$ cat config.mk
export PLATFORM = sky130hd
export DESIGN_NAME = exc_ctrl_flat
export DESIGN_NICKNAME = d
export VERILOG_FILES = /design/src/rtl/exc_pkg.sv /design/src/rtl/exc_ctrl_if.sv /design/src/rtl/exc_prio.sv /design/src/rtl/exc_ctrl.sv /design/src/flat_wrapper.sv
export SDC_FILE = /design/constraint.sdc
export NUM_CORES = 1
export LEC_CHECK = 0
export ABC_AREA = 1
export CORE_MARGIN = 1.5
export CORE_UTILIZATION = 42
export CTS_BUF_LIST = sky130_fd_sc_hd__clkbuf_16
export CTS_CLUSTER_DIAMETER = 100
export DETAILED_ROUTE_END_ITERATION = 8
export PLACE_DENSITY = 0.88
export SYNTH_ARGS = -nofsm -noshare
export SYNTH_HDL_FRONTEND = slang
export SYNTH_SLANG_ARGS = --single-unit
$ cat constraint.sdc
create_clock -name clk -period 5.1 [get_ports clk]
set_input_delay 1.02 -clock clk [delete_from_list [all_inputs] [get_ports clk]]
set_output_delay 1.02 -clock clk [all_outputs]
set_load 0.02 [all_outputs]
$ cat src/rtl/exc_pkg.sv
// ============================================================================
// Module   : exc_pkg
// Brief    : Shared ExcCodes, cm_exc bit indices and sequencer encoding.
// Revision : 1.0
// ============================================================================
`default_nettype none

package exc_pkg;

    localparam logic [4:0] EXC_INT  = 5'd0;
    localparam logic [4:0] EXC_ADEL = 5'd4;
    localparam logic [4:0] EXC_ADES = 5'd5;
    localparam logic [4:0] EXC_SYS  = 5'd8;
    localparam logic [4:0] EXC_BP   = 5'd9;
    localparam logic [4:0] EXC_RI   = 5'd10;
    localparam logic [4:0] EXC_OV   = 5'd12;
    localparam logic [4:0] EXC_NONE = 5'h1f;

    localparam int EB_ADEL_IF = 6;
    localparam int EB_RI      = 5;
    localparam int EB_OV      = 4;
    localparam int EB_SYS     = 3;
    localparam int EB_BP      = 2;
    localparam int EB_ADEL_LS = 1;
    localparam int EB_ADES    = 0;

    localparam logic [1:0] S_IDLE  = 2'd0;
    localparam logic [1:0] S_FLUSH = 2'd1;
    localparam logic [1:0] S_REDIR = 2'd2;

    localparam logic [31:0] EXC_VECTOR_DEFAULT = 32'hbfc00380;

endpackage

`default_nettype wire

$ cat src/rtl/exc_ctrl_if.sv
// ============================================================================
// Module   : exc_ctrl_if
// Brief    : Commit, CP0 and redirect signals around the exception controller.
// Revision : 1.0
// ============================================================================
`default_nettype none

interface exc_ctrl_if #(
    parameter int PC_WIDTH = 32
);
    logic                cm_valid;
    logic [PC_WIDTH-1:0] cm_pc;
    logic                cm_bd;
    logic [6:0]          cm_exc;
    logic                cm_eret;
    logic [PC_WIDTH-1:0] cm_vaddr;
    logic                cm_ready;
    logic [31:0]         status;
    logic [31:0]         cause;
    logic [PC_WIDTH-1:0] epc;
    logic                trap;
    logic                eret;
    logic [4:0]          excode;
    logic                exc_bd;
    logic                epc_wen;
    logic [PC_WIDTH-1:0] epc_wdata;
    logic                bva_wen;
    logic [PC_WIDTH-1:0] bva_wdata;
    logic                flush;
    logic                redir_valid;
    logic [PC_WIDTH-1:0] redir_pc;
    logic                redir_ready;

    // Pipeline/CP0 side
    modport master (
        output cm_valid, cm_pc, cm_bd, cm_exc, cm_eret, cm_vaddr,
        output status, cause, epc, redir_ready,
        input  cm_ready, trap, eret, excode, exc_bd, epc_wen, epc_wdata,
        input  bva_wen, bva_wdata, flush, redir_valid, redir_pc
    );

    // Exception controller side
    modport slave (
        input  cm_valid, cm_pc, cm_bd, cm_exc, cm_eret, cm_vaddr,
        input  status, cause, epc, redir_ready,
        output cm_ready, trap, eret, excode, exc_bd, epc_wen, epc_wdata,
        output bva_wen, bva_wdata, flush, redir_valid, redir_pc
    );
endinterface

`default_nettype wire

$ cat src/rtl/exc_prio.sv
// ============================================================================
// Module   : exc_prio
// Brief    : Combinational priority pick among interrupt, exception flags, ERET.
// Revision : 1.0
// ============================================================================
`default_nettype none

module exc_prio
    import exc_pkg::*;
(
    input  wire logic [6:0] cm_exc_i,
    input  wire logic       int_pend_i,
    input  wire logic       cm_eret_i,
    output logic            hit_o,
    output logic            is_eret_o,
    output logic [4:0]      excode_o,
    output logic            use_vaddr_o
);

    always_comb begin
        hit_o       = int_pend_i | (|cm_exc_i) | cm_eret_i;
        is_eret_o   = cm_eret_i & ~int_pend_i & ~(|cm_exc_i);
        excode_o    = EXC_INT;
        use_vaddr_o = 1'b0;
        if (int_pend_i) begin
            excode_o = EXC_INT;
        end else if (cm_exc_i[EB_ADEL_IF]) begin
            excode_o = EXC_ADEL;
        end else if (cm_exc_i[EB_RI]) begin
            excode_o = EXC_RI;
        end else if (cm_exc_i[EB_OV]) begin
            excode_o = EXC_OV;
        end else if (cm_exc_i[EB_SYS]) begin
            excode_o = EXC_SYS;
        end else if (cm_exc_i[EB_BP]) begin
            excode_o = EXC_BP;
        end else if (cm_exc_i[EB_ADEL_LS]) begin
            excode_o    = EXC_ADEL;
            use_vaddr_o = 1'b1;
        end else if (cm_exc_i[EB_ADES]) begin
            excode_o    = EXC_ADES;
            use_vaddr_o = 1'b1;
        end
    end

endmodule

`default_nettype wire

$ cat src/rtl/exc_ctrl.sv
// ============================================================================
// Module   : exc_ctrl
// Brief    : Commit-point exception arbiter; drives CP0 pulses, flush, redirect.
// Revision : 1.0
// ============================================================================
`default_nettype none

module exc_ctrl
    import exc_pkg::*;
#(
    parameter int                  PC_WIDTH   = 32,
    parameter logic [PC_WIDTH-1:0] EXC_VECTOR = PC_WIDTH'(EXC_VECTOR_DEFAULT)
) (
    input  wire logic   clk,
    input  wire logic   rst,
    exc_ctrl_if.slave   bus
);

    logic [1:0]          state_q, state_d;
    logic [4:0]          excode_q;
    logic                is_eret_q, bd_q, exl_q, bva_q, use_vaddr_q;
    logic [PC_WIDTH-1:0] pc_q, vaddr_q, epc_q;

    logic                w_int_pend, w_hit, w_is_eret, w_use_vaddr, w_take;
    logic [4:0]          w_excode;
    logic                w_unused;

    assign w_int_pend = bus.status[0] & ~bus.status[1]
                      & (|(bus.status[15:8] & bus.cause[15:8]));
    assign w_unused   = ^{bus.status[31:16], bus.status[7:2],
                          bus.cause[31:16], bus.cause[7:0]};

    exc_prio u_prio (
        .cm_exc_i    (bus.cm_exc),
        .int_pend_i  (w_int_pend),
        .cm_eret_i   (bus.cm_eret),
        .hit_o       (w_hit),
        .is_eret_o   (w_is_eret),
        .excode_o    (w_excode),
        .use_vaddr_o (w_use_vaddr)
    );

    assign w_take = (state_q == S_IDLE) & bus.cm_valid & w_hit;

    always_comb begin
        state_d = state_q;
        case (state_q)
            S_IDLE:  if (w_take) state_d = S_FLUSH;
            S_FLUSH: state_d = S_REDIR;
            S_REDIR: if (bus.redir_ready) state_d = S_IDLE;
            default: state_d = S_IDLE;
        endcase
    end

    always_ff @(posedge clk or posedge rst) begin
        if (rst) begin
            state_q     <= S_IDLE;
            excode_q    <= EXC_NONE;
            is_eret_q   <= 1'b0;
            bd_q        <= 1'b0;
            exl_q       <= 1'b0;
            bva_q       <= 1'b0;
            use_vaddr_q <= 1'b0;
            pc_q        <= '0;
            vaddr_q     <= '0;
            epc_q       <= '0;
        end else begin
            state_q <= state_d;
            if (w_take) begin
                is_eret_q   <= w_is_eret;
                bd_q        <= bus.cm_bd;
                exl_q       <= bus.status[1];
                bva_q       <= ~w_is_eret & ~w_int_pend
                             & ((w_excode == EXC_ADEL) | (w_excode == EXC_ADES));
                use_vaddr_q <= w_use_vaddr;
                pc_q        <= bus.cm_pc;
                vaddr_q     <= bus.cm_vaddr;
                epc_q       <= bus.epc;
                // ExcCode is sticky across ERETs so Cause keeps the last trap cause
                if (!w_is_eret) excode_q <= w_excode;
            end
        end
    end

    assign bus.cm_ready    = (state_q == S_IDLE);
    assign bus.flush       = (state_q == S_FLUSH);
    assign bus.trap        = (state_q == S_FLUSH) & ~is_eret_q;
    assign bus.eret        = (state_q == S_FLUSH) &  is_eret_q;
    assign bus.excode      = excode_q;
    assign bus.exc_bd      = bus.trap & bd_q;
    assign bus.epc_wen     = bus.trap & ~exl_q;
    assign bus.epc_wdata   = bd_q ? (pc_q - PC_WIDTH'(4)) : pc_q;
    assign bus.bva_wen     = bus.trap & bva_q;
    assign bus.bva_wdata   = use_vaddr_q ? vaddr_q : pc_q;
    assign bus.redir_valid = (state_q == S_REDIR);
    assign bus.redir_pc    = (state_q != S_REDIR) ? '0
                           : (is_eret_q ? epc_q : EXC_VECTOR);

endmodule

`default_nettype wire

$ cat src/flat_wrapper.sv
// flat-port wrapper written by rule: the top's interface ports become plain ports
module exc_ctrl_flat import exc_pkg::*;
#(
    parameter int                  PC_WIDTH   = 32,
    parameter logic [PC_WIDTH-1:0] EXC_VECTOR = PC_WIDTH'(EXC_VECTOR_DEFAULT)
)
  (clk, rst, bus_cm_valid, bus_cm_pc, bus_cm_bd, bus_cm_exc, bus_cm_eret, bus_cm_vaddr, bus_status, bus_cause, bus_epc, bus_redir_ready, bus_cm_ready, bus_trap, bus_eret, bus_excode, bus_exc_bd, bus_epc_wen, bus_epc_wdata, bus_bva_wen, bus_bva_wdata, bus_flush, bus_redir_valid, bus_redir_pc);
  exc_ctrl_if #(.PC_WIDTH(PC_WIDTH)) bus_i ();
  input  wire logic clk;
  input  wire logic rst;
  input wire logic [$bits(bus_i.cm_valid)-1:0] bus_cm_valid;
  input wire logic [$bits(bus_i.cm_pc)-1:0] bus_cm_pc;
  input wire logic [$bits(bus_i.cm_bd)-1:0] bus_cm_bd;
  input wire logic [$bits(bus_i.cm_exc)-1:0] bus_cm_exc;
  input wire logic [$bits(bus_i.cm_eret)-1:0] bus_cm_eret;
  input wire logic [$bits(bus_i.cm_vaddr)-1:0] bus_cm_vaddr;
  input wire logic [$bits(bus_i.status)-1:0] bus_status;
  input wire logic [$bits(bus_i.cause)-1:0] bus_cause;
  input wire logic [$bits(bus_i.epc)-1:0] bus_epc;
  input wire logic [$bits(bus_i.redir_ready)-1:0] bus_redir_ready;
  output wire logic [$bits(bus_i.cm_ready)-1:0] bus_cm_ready;
  output wire logic [$bits(bus_i.trap)-1:0] bus_trap;
  output wire logic [$bits(bus_i.eret)-1:0] bus_eret;
  output wire logic [$bits(bus_i.excode)-1:0] bus_excode;
  output wire logic [$bits(bus_i.exc_bd)-1:0] bus_exc_bd;
  output wire logic [$bits(bus_i.epc_wen)-1:0] bus_epc_wen;
  output wire logic [$bits(bus_i.epc_wdata)-1:0] bus_epc_wdata;
  output wire logic [$bits(bus_i.bva_wen)-1:0] bus_bva_wen;
  output wire logic [$bits(bus_i.bva_wdata)-1:0] bus_bva_wdata;
  output wire logic [$bits(bus_i.flush)-1:0] bus_flush;
  output wire logic [$bits(bus_i.redir_valid)-1:0] bus_redir_valid;
  output wire logic [$bits(bus_i.redir_pc)-1:0] bus_redir_pc;
  assign bus_i.cm_valid = bus_cm_valid;
  assign bus_i.cm_pc = bus_cm_pc;
  assign bus_i.cm_bd = bus_cm_bd;
  assign bus_i.cm_exc = bus_cm_exc;
  assign bus_i.cm_eret = bus_cm_eret;
  assign bus_i.cm_vaddr = bus_cm_vaddr;
  assign bus_i.status = bus_status;
  assign bus_i.cause = bus_cause;
  assign bus_i.epc = bus_epc;
  assign bus_i.redir_ready = bus_redir_ready;
  assign bus_cm_ready = bus_i.cm_ready;
  assign bus_trap = bus_i.trap;
  assign bus_eret = bus_i.eret;
  assign bus_excode = bus_i.excode;
  assign bus_exc_bd = bus_i.exc_bd;
  assign bus_epc_wen = bus_i.epc_wen;
  assign bus_epc_wdata = bus_i.epc_wdata;
  assign bus_bva_wen = bus_i.bva_wen;
  assign bus_bva_wdata = bus_i.bva_wdata;
  assign bus_flush = bus_i.flush;
  assign bus_redir_valid = bus_i.redir_valid;
  assign bus_redir_pc = bus_i.redir_pc;
  exc_ctrl #(.PC_WIDTH(PC_WIDTH), .EXC_VECTOR(EXC_VECTOR)) u_core (.clk(clk), .rst(rst), .bus(bus_i));
endmodule
==> run metrics <==
outcome=finished, violations left; violations in the final reports=DRC; endpoint kind of the worst setup timing path=output pin; area after detailed placement=8354 µm²; CP required=4.08 ns; initial drt markers=476; number of buffers added by the clock tree synthesis step=9; total standard cell area after synthesis=5998 µm²; Port Buf Inserts=235; synth cell count leaders=nand2_1, nand3_1, dfrtp_1; ports placed on the boundary=282; hold violation count in the final report=0; Area Growth Syn to Fin=44.06%; die width=122.5 µm; most common flop cell mapped by yosys=dfrtp_1; RSZ-0062 raised after global routing=false; minimum setup slack in the final design=1.389 ns; startpoint-to-endpoint class of the critical path=register to output pin; number of different library cells in the post-synthesis netlist=33; clk sinks=108; number of nets in the layout=1213; via count=6175; Clk pin slew, worst setup/hold paths=0.07 ns; synthesized instance count=835; first-pass GRT wire length=28.70 mm; Antenna Cells=0; worst setup skew after layout=0.006270 ns; insertion delay of the later-clocked pin in the worst-skew pair=0.35 ns; most used standard cell by instance count after synthesis=nand2_1; routed length per instance=14.60 µm; Final setup violation count=0; Synth area leaders=dfrtp_1, nand2_1, nand3_1; final critical-path share of the clock period=72.76%; mean cell area of the mapped netlist=7.184 µm²; number of cell rows=43; portion of total power attributed to sequential cells=33.1%; Synthesized Nets=1009; P per Cell Area=561.0 nW/µm²; remaining antenna violation count=0; pin count of the biggest net entering global routing=102; part of the total power dissipated in the clock network=14.3%; share of power burned in combinational logic=52.6%; net switching power figure=2.130 mW; max_cap viols=0; kind of path behind the tightest hold check=register to register; number of vias per cell=5.045; Setup WS pre-CTS=1.335 ns; number of synthesized flops with an enable pin=0; Gates resized, CTS repair=0; data arrival time at the worst-slack endpoint=2.69 ns; Net Sw Frac=43.95%; Die Outline Area=15010 µm²; IR Drop Worst-Case VDD=285.2 µV; final WL=17.87 mm; summed negative setup slack over all endpoints=0 ns; Clock Tree Root=clkbuf_16; maximum level of the CTS H-tree=3; warnings from Yosys=0; proportion of layout cells with a drive suffix above 1=4.598%; Remaining DRCs=1; floorplan core area=13930 µm²; Max Transition Viols Final=0; Synth top area share=42.97%; startpoint type of the worst setup path=register; number of synthesized register bits=108; static leakage=4.110 nW; length of the first detailed-routing pass in iterations=9; antenna violations before repair=0; largest fanout of any net on the critical path=5; sum of overflow across all layers after global routing=0; cts hold-fix bufs=0; portion of the post-synthesis area used by sequential elements=45.16%; via count of the first global-routing pass=5863; deepest clock path buffer count=2; Overall Global Routing Usage=24.32%; asr flop ratio synth=100.0%; internal cell power=2.717 mW; final worst path period need=3.711 ns; largest area contributor in the synthesized netlist=dfrtp_1; max_slew headroom=26.58%; Final Wtd Congestion=0.8557; TritonCTS clock tree=yes; total power consumption of the routed design=4.847 mW; Worst Tran Pin Value=1.101 ns; max frequency=269.5 MHz; HPWL after detailed placement=12.63 mm; final design area excluding fillers=8641 µm²; height of the die=122.5 µm; post-CTS repair timing setup buffer count=0; Starting Density=43.05%
## path summary, 6_finish.rpt
kind                                        endpoint                 start  depth (start not counted)  slack [ns]
worst min register to register  u_core.bus.excode[4]  u_core.bus.excode[4]                          2        0.45
min in group asynchronous          u_core.vaddr_q[1]                   rst                          2        1.27
worst max register to register       u_core.epc_q[8]     u_core.state_q[1]                          5        2.89
worst max-delay path               bus_epc_wdata[22]        u_core.pc_q[2]                         10        1.39
worst min-delay path            u_core.bus.excode[4]  u_core.bus.excode[4]                          2        0.45
max in group asynchronous          u_core.vaddr_q[0]                   rst                          3        2.87
## layout make-up
cell class	count	area, µm²
timing repair buffer	240	2390
sequential	108	2709
clock inverter	7	61.31
tap	180	225.2
clock buffer	9	225.2
fill	1218	5294
inverter	61	231.5
multi-input combinational	619	2799
## registers in the layout, summed over array words and instances, names as in the netlist
| register | count |
|---|---|
| u_core.is_eret_q | 1 |
| u_core.bva_q | 1 |
| u_core.pc_q | 32 |
| u_core.use_vaddr_q | 1 |
| u_core.exl_q | 1 |
| u_core.state_q | 2 |
| u_core.bus.excode | 5 |
| u_core.bd_q | 1 |
| u_core.vaddr_q | 32 |
| u_core.epc_q | 32 |
## logic make-up after synthesis
family | after synthesis | share of synthesized area, %
AO/OA/AOI/OAI | 38 | 3.254
XOR/XNOR | 20 | 2.920
adder cells (fa/ha/maj) | 1 | 0.2086
buffers and inverters | 108 | 8.615
flip-flops | 108 | 45.16
multiplexers | 6 | 1.126
AND/OR/NAND/NOR | 554 | 38.72
## power groups by stage
stage	Sequential [mW]	Combinational [mW]	Clock, mW
finish	1.60	2.55	0.693
detailed placement	1.60	2.56	0
global route	1.65	2.80	0.739
CTS	1.59	2.57	0.708
floorplan	1.51	1.57	0
global placement	1.59	2.51	0
## metrics by stage
stage / cells / util [%] / hold WS (ns)
6_report: 1224 / 62.01 / 0.4489
5_1_grt: 1224 / 62.01 / 0.4793
4_1_cts: 1224 / 62.01 / 0.4526
3_5_place_dp: 1208 / 59.95 / 0.4415
3_3_place_gp: 1208 / 59.95 / 0.4332
2_1_floorplan: 835 / - / 0.4364
## cells in the final DEF (no fill, tap or decap), types with 6 or more instances in the layout
cell type / count
nand2_1: 318
o21ai_0: 32
inv_1: 60
nor2_1: 96
clkbuf_16: 9
xor2_1: 20
clkdlybuf4s50_1: 235
nand3_1: 116
mux2_2: 6
dfrtp_1: 103
## routing by layer
layer  GRT usage (%)  up-vias  wire [µm]
met5               0        -          0
met1           30.32     2849       7240
met2           40.71      277       8608
met3           5.855       37       1547
met4           9.520        0        471
li1                -     3012          -
## worst max-delay path, stage by stage, from the launching register on
cell,delay [ns]
dfrtp_1,0.44
inv_1,0.11
ha_1,0.17
nand2_1,0.10
inv_2,0.10
nand3_4,0.10
nor2_2,0.18
nand3_1,0.16
nor2_2,0.17
xor2_1,0.20
clkdlybuf4s50_1,0.63
No activity file was read; power rests on OpenSTA's default activity.
